<file path="src/rtl/wb_pkg.sv">
// Shared definitions for the MEM->WB stage: control bit indices, stage state
// encoding and the default-width write-back entry layout.
package wb_pkg;

  localparam int CTRL_REGWRITE = 0;
  localparam int CTRL_MEM2REG  = 1;

  localparam int DEF_DATA_W = 32;
  localparam int DEF_RD_W   = 5;
  localparam int DEF_CTRL_W = 2;

  typedef enum logic [1:0] {
    EMPTY = 2'd0,
    ONE   = 2'd1,
    FULL  = 2'd2
  } wb_state_e;

  typedef struct packed {
    logic [DEF_CTRL_W-1:0] ctrl;
    logic [DEF_RD_W-1:0]   rd;
    logic [DEF_DATA_W-1:0] addr;
    logic [DEF_DATA_W-1:0] rdata;
  } wb_entry_t;

endpackage

</file>
<file path="src/rtl/wb_slot.sv">
// One holding slot: payload register with load enable plus a valid flag
// with set/clear (set wins). Payload is never cleared except by reset.
module wb_slot
  import wb_pkg::*;
#(
  parameter int W = 71
) (
  input  logic         clk,
  input  logic         rst_n,
  input  logic         load,
  input  logic [W-1:0] d,
  input  logic         set,
  input  logic         clr,
  output logic [W-1:0] q,
  output logic         valid
);

  logic [W-1:0] data_q, data_d;
  logic         valid_q, valid_d;

  always_comb begin
    data_d  = load ? d : data_q;
    valid_d = valid_q;
    if (set)      valid_d = 1'b1;
    else if (clr) valid_d = 1'b0;
  end

  always_ff @(posedge clk or negedge rst_n) begin
    if (!rst_n) begin
      data_q  <= '0;
      valid_q <= 1'b0;
    end else begin
      data_q  <= data_d;
      valid_q <= valid_d;
    end
  end

  assign q     = data_q;
  assign valid = valid_q;

endmodule

</file>
<file path="src/rtl/wb_skid_stage.sv">
// MEM->WB pipeline register with valid/ready handshake, two-entry skid
// buffer, synchronous flush and bubble masking of the write-back controls.
module wb_skid_stage
  import wb_pkg::*;
#(
  parameter int DATA_W = 32,
  parameter int RD_W   = 5,
  parameter int CTRL_W = 2
) (
  input  logic              clk,
  input  logic              rst_n,
  input  logic              in_valid,
  output logic              in_ready,
  input  logic [CTRL_W-1:0] in_ctrl,
  input  logic [RD_W-1:0]   in_rd,
  input  logic [DATA_W-1:0] in_addr,
  input  logic [DATA_W-1:0] in_rdata,
  input  logic              flush,
  output logic              out_valid,
  input  logic              out_ready,
  output logic [CTRL_W-1:0] out_ctrl,
  output logic [RD_W-1:0]   out_rd,
  output logic [DATA_W-1:0] out_addr,
  output logic [DATA_W-1:0] out_rdata,
  output logic [1:0]        occupancy,
  output wb_state_e         dbg_state
);

  // Handshake: a transfer happens on a rising edge where valid & ready are
  // both high; valid never depends on ready, and in_ready is a pure flop output.

  typedef struct packed {
    logic [CTRL_W-1:0] ctrl;
    logic [RD_W-1:0]   rd;
    logic [DATA_W-1:0] addr;
    logic [DATA_W-1:0] rdata;
  } entry_t;

  localparam int EW = $bits(entry_t);

  wb_state_e state_q, state_d;
  entry_t    in_entry, main_q, skid_q, main_d;
  logic      main_valid, skid_valid;
  logic      main_load, main_set, main_clr, main_sel_skid;
  logic      skid_load, skid_set, skid_clr;
  logic      in_fire, out_fire;

  assign in_entry = '{ctrl: in_ctrl, rd: in_rd, addr: in_addr, rdata: in_rdata};
  assign in_ready = ~skid_valid;
  assign in_fire  = in_valid & in_ready;
  assign out_fire = main_valid & out_ready;

  always_comb begin
    state_d       = state_q;
    main_load     = 1'b0;
    main_set      = 1'b0;
    main_clr      = 1'b0;
    main_sel_skid = 1'b0;
    skid_load     = 1'b0;
    skid_set      = 1'b0;
    skid_clr      = 1'b0;
    if (flush) begin
      // Drops held entries and any same-cycle input; payloads left as-is.
      state_d  = EMPTY;
      main_clr = 1'b1;
      skid_clr = 1'b1;
    end else begin
      unique case (state_q)
        EMPTY: begin
          if (in_fire) begin
            main_load = 1'b1;
            main_set  = 1'b1;
            state_d   = ONE;
          end
        end
        ONE: begin
          if (in_fire && out_fire) begin
            main_load = 1'b1;
          end else if (in_fire) begin
            skid_load = 1'b1;
            skid_set  = 1'b1;
            state_d   = FULL;
          end else if (out_fire) begin
            main_clr = 1'b1;
            state_d  = EMPTY;
          end
        end
        FULL: begin
          if (out_fire) begin
            main_load     = 1'b1;
            main_sel_skid = 1'b1;
            skid_clr      = 1'b1;
            state_d       = ONE;
          end
        end
        default: state_d = EMPTY;
      endcase
    end
    main_d = main_sel_skid ? skid_q : in_entry;
  end

  always_ff @(posedge clk or negedge rst_n) begin
    if (!rst_n) state_q <= EMPTY;
    else        state_q <= state_d;
  end

  wb_slot #(.W(EW)) u_main (
    .clk   (clk),
    .rst_n (rst_n),
    .load  (main_load),
    .d     (main_d),
    .set   (main_set),
    .clr   (main_clr),
    .q     (main_q),
    .valid (main_valid)
  );

  wb_slot #(.W(EW)) u_skid (
    .clk   (clk),
    .rst_n (rst_n),
    .load  (skid_load),
    .d     (in_entry),
    .set   (skid_set),
    .clr   (skid_clr),
    .q     (skid_q),
    .valid (skid_valid)
  );

  assign out_valid = main_valid;
  assign out_ctrl  = main_q.ctrl & {CTRL_W{main_valid}};
  assign out_rd    = main_q.rd;
  assign out_addr  = main_q.addr;
  assign out_rdata = main_q.rdata;
  assign occupancy = {skid_valid, main_valid & ~skid_valid};
  assign dbg_state = state_q;

endmodule
</file>
<file path="config.mk">
export PLATFORM = sky130hd
export DESIGN_NAME = wb_skid_stage
export DESIGN_NICKNAME = d
export VERILOG_FILES = /design/src/rtl/wb_pkg.sv /design/src/rtl/wb_slot.sv /design/src/rtl/wb_skid_stage.sv
export SDC_FILE = /design/constraint.sdc
export NUM_CORES = 1
export LEC_CHECK = 0
export CAP_MARGIN = 25
export CORE_MARGIN = 2
export CORE_UTILIZATION = 25
export CTS_BUF_LIST = sky130_fd_sc_hd__clkbuf_8
export CTS_CLUSTER_DIAMETER = 50
export CTS_CLUSTER_SIZE = 30
export DETAILED_ROUTE_END_ITERATION = 6
export GPL_ROUTABILITY_DRIVEN = 0
export HOLD_SLACK_MARGIN = 0.03
export PLACE_DENSITY = 0.45
export RECOVER_POWER = 25
export SYNTH_ARGS = -nofsm -noshare
export SYNTH_HDL_FRONTEND = slang
export SYNTH_SLANG_ARGS = --single-unit
</file>
<file path="constraint.sdc">
create_clock -name clk -period 2.6 [get_ports clk]
set_clock_uncertainty 0.2 [all_clocks]
set_input_delay 0.52 -clock clk [delete_from_list [all_inputs] [get_ports clk]]
set_output_delay 0.52 -clock clk [all_outputs]
set_load 0.03 [all_outputs]
</file>
### Yosys cells after proc, flatten, opt, wreduce, memory -nomap -nowiden

Index checks and enable logic that the tools add are counted.

* register bits after elaboration: 146
* output and inout port bits: 77
* logic and storage cells: 50

* equal/unequal tests: 6
* mux-type cells: 29
* bitwise gates (word level): 5
* reductions and logical operators: 5

Operator list (number)
* 71-bit 2-to-1 mux: 1
* 1-bit 2-to-1 mux: 20
* 2-bit 2-to-1 mux: 6
* 3-bit inequality test (second input constant): 3
* 2-bit case mux with 3 select lines: 1
* 4-bit inequality test (second input constant): 1
* 4-bit AND reduction: 1
* 2-bit nonzero test: 2
* 1-bit bitwise AND: 3
* 1-bit case mux with 3 select lines: 1
* 2-bit bitwise AND: 1
* 2-bit by 1-bit == test with 1-bit output (second input constant): 1
* 2-bit == test (second input constant): 1
* 2-bit zero test: 1
* 1-bit logical AND: 1
* 1-bit NOT: 1

### Logic depth before layout (Yosys ltp)

Gate-level depths: netlist of run 1.

* depth in word-level cells: 8
* mapped depth: 5

### Cells and area by module

Synthesis of run 1 repeated with hierarchy kept, for this count alone.

* cells, all modules: 413
* area total of the unflattened synthesis: 7161.9 um^2

By module, submodules not included
* wb_slot: times used 2, cells each 153, area each 3026.7 um^2, seq. area each 1801.7 um^2
* wb_skid_stage: times used 1, cells each 107, area each 1108.6 um^2, seq. area each 50.0 um^2

### Worst setup path after synthesis of run 1

Ideal clock, no wire load.

* path kind: input -> register
* from: in flush
* to: reg u_main.data_q[5], in the netlist u_main.q[5]
* setup time: 127 ps
* data arrival time: 1903 ps
* required time: 2273 ps
* path slack: 370 ps
* stages on the path: 5
* buffers on the path: 2
* cell sequence: clkbuf_1 nor3_2 buf_2 mux2_2 mux2_1

* word-level cells in the longest chain between the ends: 2
* elaborated cells on any way between the ends: 3
* classes of those cells: 3 x mux

RTL lines
* start, declared: RTL line wb_skid_stage.sv:18 `input logic flush,`
* 1-bit 2-to-1 mux: RTL line wb_skid_stage.sv:62 `if (flush) begin`
* 71-bit 2-to-1 mux: RTL line wb_skid_stage.sv:99 `main_d = main_sel_skid ? skid_q : in_entry;`
* end signal, assigned: RTL line wb_slot.sv:33 `data_q <= data_d;`
* end, declared: RTL line wb_slot.sv:18 `logic [W-1:0] data_q, data_d;`

Several ways; a longest one is shown, not always the timed one.
A chain may end at the register's enable or synchronous reset.

### Final worst setup path of run 1

* from: reg u_main.valid_q, in the netlist u_main.valid
* to: out occupancy[0]

* word-level cells in the longest chain between the ends: 1

RTL lines
* start, declared: RTL line wb_slot.sv:19 `logic valid_q, valid_d;`
* start signal, assigned: RTL line wb_slot.sv:34 `valid_q <= valid_d;`
* 1-bit bitwise AND: RTL line wb_skid_stage.sv:134 `assign occupancy = {skid_valid, main_valid & ~skid_valid};`
* end, declared: RTL line wb_skid_stage.sv:25 `output logic [1:0] occupancy,`

Every way passes these cells.

==> results.py, run 1 <==
metrics = {
    "layout": {
        "fillers": 2661,
        "nets": 655,
        "drive_above_1_share": 0.394,
        "design_area_mm2": 0.00888,
        "num_antenna_cells": 0,
        "syn_to_final_growth_pct": 28.4,
    },
    "die": {
        "die-area_mm2": 0.0290,
        "core_mm2": 0.0271,
        "die_x_um": 170,
        "initial_utilization": 0.255,
        "dieHeight_um": 170,
        "ios": 153,
        "rows": 60,
    },
    "logic_synthesis": {
        "yosys.cell_count.top_type": "mux2_2",
        "netlist_area_mm2": 0.00692,
        "synth_top_area_cell": "dfrtp_1",
        "synth_cell_types": 25,
        "synth_top_area_frac": 0.528,
        "yosysWarningCount": 0,
        "syn_nets": 558,
        "ys_seq_elements": 146,
        "synth.avg_cell_area_um2": 14.4,
        "synth_edf_count": 0,
        "synthTopCellsByArea": "dfrtp_1, mux2_2, buf_4",
        "syn_inst": 482,
        "ys_seq_area_frac": 0.528,
        "async_reset_ff_frac": 1.00,
        "synth_flop_cell": "dfrtp_1",
        "synth_commonest_cells": "mux2_2, dfrtp_1, buf_4, mux2_1, buf_2",
    },
    "critical_path": {
        "startpoint_type": "flip-flop",
        "arrival_ns": 1.74,
        "path_max_fanout": 8,
        "cp-end-kind": "output pin",
        "worstPathRequired_ns": 1.88,
        "crit_type": "reg2out",
    },
    "timing": {
        "hold_slack_ns": 0.291,
        "maxSlewViolCount": 0,
        "tightest_slew_ns": 1.44,
        "fmax_ghz": 0.407,
        "finalSetupViolCount": 0,
        "grt_setup_unrepaired": "false",
        "period_share": 0.946,
        "hold_viol": 0,
        "fin_crit_ns": 2.46,
        "timing.final.ws_setup_ns": 0.142,
        "relSlewSlack": 0.0423,
    },
    "grt": {
        "antenna_found_initial": 0,
        "grt_pass1_wl_um": 23900,
        "grt_use_total": 0.107,
        "gr-total-overflow": 0,
        "grt_pass1_vias": 4398,
        "grt_max_degree": 54,
    },
    "clock_network": {
        "cts_tree": "done",
        "clock_sinks": 146,
        "post-cts-setup-buffers": 0,
        "htreeDepth": 4,
        "worstSkewPairLatency_ns": 0.44,
        "numCtsBuffers": 17,
        "cts_buffer_depth": 2,
        "path_clk_slew_ns": 0.09,
        "clock-root-buffer": "clkbuf_8",
    },
    "place": {
        "pre_cts_ws_ns": -0.146,
        "dpl_cell_area_mm2": 0.00849,
        "io_buffers": 152,
        "dp_hpwl_um": 10100,
    },
    "detailed_routing": {
        "dr.pass1.iters": 4,
        "drt-total-wl_um": 15100,
        "first_iter_violations": 102,
        "viasPerCell": 4.08,
        "wire_per_inst_um": 15.6,
        "drc": 0,
        "ant_nets": 0,
        "dr_total_vias": 3931,
    },
    "flow_run": {
        "cap_violations": 0,
    },
    "hold_path": {
        "hp-class": "reg2reg",
    },
    "outcome": {
        "status": "finished clean",
    },
    "pwr": {
        "p_leak_nw": 3.59,
        "power_density_mw_per_mm2": 921,
        "power.total_mw": 8.19,
        "ir_drop_mv": 0.398,
    },
}
==> sequential cells by signal, indices dropped and copies added, names as in the netlist <==
name	cells
dbg_state	2
u_skid.q	71
u_skid.valid	1
u_main.valid	1
u_main.q	71
==> cells by family (layout without fill, tap and decap cells) <==
kind of cell           Yosys count  count (layout)  synth area share
buffers and inverters           93             203            0.0985
DFF                            146             146             0.528
AOI/OAI and AO/OA                9               9           0.00958
and+or+nand+nor                 21              21            0.0175
muxes                          213             213             0.347
==> path summary, 6_finish.rpt <==
check                             start      endpoint  slack, ns  cells after the start
min                        u_main.q[55]  u_main.q[55]       0.29                      1
max in group asynchronous         rst_n  u_main.valid       0.32                      3
min in group asynchronous         rst_n   u_main.q[5]       0.75                      2
min reg2reg                u_main.q[55]  u_main.q[55]       0.29                      1
max reg2reg                dbg_state[0]   u_main.q[9]       0.38                      5
max                        u_main.valid  occupancy[0]       0.14                      2
==> per-layer routing <==
metal / track usage / up-vias / routed length, um
met3: 0.0340 / 5 / 756
met4: 0.0279 / 0 / 113
li1: - / 1810 / -
met1: 0.127 / 2029 / 6540
met5: 0 / - / 0
met2: 0.187 / 87 / 7640
==> placed cells by master, fill, tap and decap left out, types with 2 or more instances in the layout <==
cell and count:
a21oi_1 2, and2_1 2, buf_12 8, buf_4 8, bufinv_16 2, clkbuf_8 18
clkdlybuf4s50_1 148, clkinv_4 3, clkinvlp_4 3, dfrtp_1 145, dlygate4sd2_1 2, dlygate4sd3_1 2
inv_1 2, inv_6 4, mux2_1 34, mux2_2 179, nand2_1 4, nand2b_1 3
nor2_1 4, nor2b_1 2, o21ai_0 2
==> stage by stage <==
stage / util / instances / TNS (ns)
CTS: 0.328 / 964 / 0
finish: 0.328 / 964 / 0
detailed placement: 0.313 / 931 / -8.72
global placement: 0.313 / 931 / -7.68
floorplan: - / 482 / 0
global route: 0.328 / 964 / 0
==> final cells by class <==
cell class	instances	area, um^2	area share
Timing Repair Buffer	170	1760	0.198
Multi-Input combinational cell	243	2610	0.293
Clock buffer	18	248	0.0279
Tap cell	372	465	0.0524
Inverter	1	3.75	0.000422
Sequential cell	146	3650	0.411
Clock inverter	14	153	0.0172
==> worst max-delay path: stages (launching register included) <==
cell and delay (ns):
dfrtp_2 0.46, nor2b_1 0.16, clkdlybuf4s50_1 0.68
==> power by group <==
| group | internal, mW | leakage [nW] | switching, mW |
|---|---|---|---|
| clock | 0.891 | 0.198 | 0.971 |
| combinational | 1.44 | 1.65 | 1.31 |
| sequential | 3.14 | 1.75 | 0.434 |
==> what timing repair did <==
action,CTS,global route
hold buffers,1,0
setup endpoints to repair,4,0
gates resized for setup,3,0
endpoints found under the hold margin,51,0
No activity file was read; power rests on OpenSTA's default activity.
==> run 2: changes to the inputs <==
SETUP_SLACK_MARGIN = 0.2   (was unset)
==> results.py, run 2 (same netlist as run 1, synthesis figures left out) <==
metrics = {
    "clock_network": {
        "htreeDepth": 4,
        "numCtsBuffers": 17,
        "cts_buffer_depth": 2,
        "worstSkewPairLatency_ns": 0.44,
        "clock-root-buffer": "clkbuf_8",
        "clock_sinks": 146,
        "path_clk_slew_ns": 0.09,
        "cts_tree": "done",
    },
    "die": {
        "initial_utilization": 0.255,
        "dieHeight_um": 170,
        "ios": 153,
        "core_mm2": 0.0271,
        "die-area_mm2": 0.0290,
        "rows": 60,
        "die_x_um": 170,
    },
    "detailed_routing": {
        "first_iter_violations": 106,
        "wire_per_inst_um": 15.6,
        "dr.pass1.iters": 4,
        "drc": 0,
        "dr_total_vias": 3931,
        "ant_nets": 0,
        "drt-total-wl_um": 15100,
        "viasPerCell": 4.08,
    },
    "layout": {
        "fin_cells": 964,
        "nets": 655,
        "drive_above_1_share": 0.394,
        "most-common-layout-cells": "mux2_2, dfrtp_1, clkdlybuf4s50_1, mux2_1, clkbuf_8",
        "syn_to_final_growth_pct": 28.5,
        "design_area_mm2": 0.00889,
        "final_common_cell": "mux2_2",
        "fillers": 2661,
        "num_antenna_cells": 0,
    },
    "place": {
        "dp_hpwl_um": 10100,
        "io_buffers": 152,
        "dp_cells": 931,
        "dpl_cell_area_mm2": 0.00849,
    },
    "pwr": {
        "ir_drop_mv": 0.398,
        "power_density_mw_per_mm2": 920,
        "p_leak_nw": 3.64,
    },
    "hold_path": {
        "hp-start": "u_main.q[55]",
        "hp-class": "reg2reg",
    },
    "critical_path": {
        "startpoint": "in_valid",
        "r2r-start": "dbg_state[0]",
        "cp-end-kind": "flip-flop",
        "arrival_ns": 2.45,
        "worstPathRequired_ns": 2.73,
        "startpoint_type": "input pin",
        "path_max_fanout": 27,
        "crit_type": "in2reg",
    },
    "grt": {
        "grt_use_total": 0.107,
        "grt_pass1_wl_um": 23900,
        "gr-total-overflow": 0,
        "grt_max_degree": 54,
        "antenna_found_initial": 0,
        "grt_pass1_vias": 4398,
    },
    "timing": {
        "grt_setup_unrepaired": "false",
        "period_share": 0.893,
        "maxSlewViolCount": 0,
        "tightest_slew_ns": 1.47,
        "relSlewSlack": 0.0188,
        "finalSetupViolCount": 0,
        "fin_crit_ns": 2.32,
        "fmax_ghz": 0.431,
        "hold_viol": 0,
    },
    "flow_run": {
        "cap_violations": 0,
    },
    "outcome": {
        "status": "finished clean",
    },
}
[run 2: cell count changes in the layout (fill, tap and decap cells not counted)]
cell / before / now
clkdlybuf4s15_1: 0 / 1
dlymetal6s2s_1: 0 / 2
clkdlybuf4s50_1: 148 / 142
buf_12: 8 / 9
dlygate4sd2_1: 2 / 5
buf_6: 1 / 0
[run 2: worst paths after layout]
| check | end | slack [ns] | cells after the start |
|---|---|---|---|
| hold reg to reg | u_main.q[55] | 0.29 | 1 |
| hold / removal | u_main.q[55] | 0.29 | 1 |
| setup / recovery | u_main.q[27] | 0.28 | 6 |
| setup reg to reg | u_main.q[9] | 0.39 | 5 |
| min in group asynchronous | u_main.q[5] | 0.77 | 2 |
| max in group asynchronous | u_main.q[48] | 0.46 | 3 |
[run 2: layout make-up]
cell class / instances / area, um^2 / share of cell area
Clock buffer: 18 / 248 / 0.0279
Timing Repair Buffer: 170 / 1770 / 0.198
Tap cell: 372 / 465 / 0.0523
Sequential cell: 146 / 3650 / 0.411
Clock inverter: 14 / 153 / 0.0172
Multi-Input combinational cell: 243 / 2610 / 0.293
Inverter: 1 / 3.75 / 0.000422
[run 2: timing repair]
| action | in CTS | in global routing |
|---|---|---|
| resized for setup | 7 | 3 |
| hold buffers | 1 | 0 |
| buffers inserted | 0 | 0 |
| setup endpoints to repair | 6 | 3 |
| hold endpoints to repair | 51 | 0 |
[run 2: worst max-delay path, cell delays in order]
cell,delay [ns]
dlygate4sd3_1,0.57
nor3b_2,0.24
o21bai_1,0.17
a21oi_4,0.32
buf_12,0.24
mux2_2,0.35
[run 2: metal layers]
layer	global-route usage	up-vias	wire length, um
met2	0.187	89	7640
met3	0.0340	5	762
li1	-	1813	-
met4	0.0279	0	113
met5	0	-	0
met1	0.127	2024	6560
[run 2: per-stage QoR]
| stage | setup slack, ns | power [mW] | TNS (ns) | utilization | hold slack [ns] |
|---|---|---|---|---|---|
| detailed placement | -0.146 | 6.43 | -8.72 | 0.313 | 0.274 |
| CTS | 0.201 | 8.36 | 0 | 0.328 | 0.294 |
| global route | 0.202 | 8.68 | 0 | 0.328 | 0.312 |
| finish | 0.279 | 8.18 | 0 | 0.328 | 0.291 |
| floorplan | 0.370 | 5.70 | 0 | - | 0.0244 |
| global placement | -0.132 | 6.33 | -7.68 | 0.313 | 0.268 |
[run 2: where the power goes]
part,internal (mW),switching (mW)
clock network,0.891,0.972
logic,1.44,1.31
registers,3.14,0.433
total,5.47,2.71
==> run 3: changes to the inputs <==
CORE_UTILIZATION = 35   (was 25)
PLACE_DENSITY = 0.59   (was 0.45)
==> results.py, run 3 (same netlist as run 1, synthesis figures left out) <==
metrics = {
    "outcome": {
        "status": "finished, violations left",
        "violations": "max-capacitance violations, max-slew violations",
    },
    "pwr": {
        "power_density_mw_per_mm2": 935,
        "ir_drop_mv": 0.404,
        "p_leak_nw": 3.62,
    },
    "die": {
        "die_x_um": 145,
        "initial_utilization": 0.356,
        "dieHeight_um": 145,
        "rows": 51,
        "core_mm2": 0.0195,
        "die-area_mm2": 0.0209,
        "ios": 153,
    },
    "critical_path": {
        "cp_common_cell": "mux2_2",
        "startpoint": "out_ready",
        "crit_type": "in2reg",
        "worstPathRequired_ns": 2.73,
        "cp-end-kind": "flip-flop",
        "r2r-start": "dbg_state[0]",
        "cp_cell_sequence": "dlygate4sd3_1 > nand2_1 > nor3_4 > buf_4 > mux2_2 > mux2_2",
        "cpMaxStageDelayCell": "dlygate4sd3_1",
        "path_max_fanout": 18,
        "arrival_ns": 2.55,
        "r2r_cells": 5,
        "startpoint_type": "input pin",
        "max_stage_delay_ns": 0.60,
    },
    "detailed_routing": {
        "dr.pass1.iters": 4,
        "drt-total-wl_um": 14200,
        "viasPerCell": 4.59,
        "ant_nets": 0,
        "dr_total_vias": 3934,
        "first_iter_violations": 111,
        "drc": 0,
        "wire_per_inst_um": 16.6,
    },
    "hold_path": {
        "hp-start": "u_main.q[53]",
        "whs_path_depth": 1,
        "hp-class": "reg2reg",
    },
    "clock_network": {
        "path_clk_slew_ns": 0.08,
        "cts_tree": "done",
        "clock-root-buffer": "clkbuf_8",
        "clock_sinks": 146,
        "htreeDepth": 4,
        "post-cts-setup-buffers": 0,
        "cts_buffer_depth": 2,
        "numCtsBuffers": 17,
        "worstSkewPairLatency_ns": 0.44,
    },
    "grt": {
        "grt_max_degree": 57,
        "grt_pass1_vias": 4308,
        "grt_use_total": 0.143,
        "antenna_found_initial": 0,
        "gr-total-overflow": 0,
        "grt_pass1_wl_um": 22700,
    },
    "timing": {
        "fin_crit_ns": 2.41,
        "maxSlewViolCount": 55,
        "relSlewSlack": -0.0149,
        "tightest_slew_ns": 1.52,
        "hold_viol": 0,
        "finalSetupViolCount": 0,
        "period_share": 0.929,
        "grt_setup_unrepaired": "false",
        "fmax_ghz": 0.414,
    },
    "layout": {
        "nets": 655,
        "drive_above_1_share": 0.394,
        "most-common-layout-cells": "mux2_2, dfrtp_1, clkdlybuf4s50_1, mux2_1, clkbuf_8",
        "multi_input_area_mm2": 0.00261,
        "fillers": 1773,
        "final_common_cell": "mux2_2",
        "num_antenna_cells": 0,
        "design_area_mm2": 0.00879,
        "fin_cells": 857,
        "syn_to_final_growth_pct": 27.0,
        "seqCellArea_mm2": 0.00365,
    },
    "place": {
        "dp_hpwl_um": 9710,
        "dp_cells": 824,
        "dpl_cell_area_mm2": 0.00837,
        "io_buffers": 152,
    },
    "flow_run": {
        "cap_violations": 1,
    },
}
## run 3: power by group
| group | internal, mW | total, mW | switching (mW) |
|---|---|---|---|
| sequential | 3.14 | 3.58 | 0.436 |
| combinational | 1.44 | 2.75 | 1.31 |
| clock | 0.985 | 1.89 | 0.906 |
## run 3: what timing repair did
item                                    CTS  global route
hold buffers                              1             0
endpoints found under the hold margin    54             0
gates resized for setup                   8             2
endpoints found under the setup margin    8             2
## run 3: final cells by class
class	instances	share of cell area
Clock buffer	18	0.0282
Clock inverter	14	0.0202
Inverter	1	0.000427
Multi-Input combinational cell	243	0.296
Sequential cell	146	0.416
Tap cell	265	0.0377
Timing Repair Buffer	170	0.202
## run 3: metrics by stage
step                 util  hold slack, ns  setup TNS, ns  power (mW)  setup slack (ns)
floorplan               -          0.0244              0        5.70             0.370
global placement    0.430           0.266          -4.94        6.31            -0.135
detailed placement  0.430           0.277         -10.09        6.42            -0.216
CTS                 0.452           0.298              0        8.36             0.236
global route        0.452           0.310              0        8.70             0.162
finish              0.452           0.292              0        8.22             0.185
## run 3: final timing paths
kind	slack [ns]	endpoint
worst max-delay path	0.19	u_main.q[54]
worst min-delay path	0.29	u_main.q[53]
worst max register to register	0.32	u_main.q[54]
worst min register to register	0.29	u_main.q[53]
max in group asynchronous	0.44	u_main.q[17]
min in group asynchronous	0.79	u_main.q[42]
## run 3: critical path, delay by kind of cell
kind                   cells  cell delay [ns]
multiplexers               2             0.63
buffers and inverters      2             0.93
AND/OR/NAND/NOR            2             0.45
## run 3: metal layers
metal,up-vias,track usage,part of all wire
met2,101,0.232,0.48
met1,1999,0.180,0.45
met5,-,0,0
li1,1821,-,-
met4,0,0.0470,0.013
met3,13,0.0487,0.056
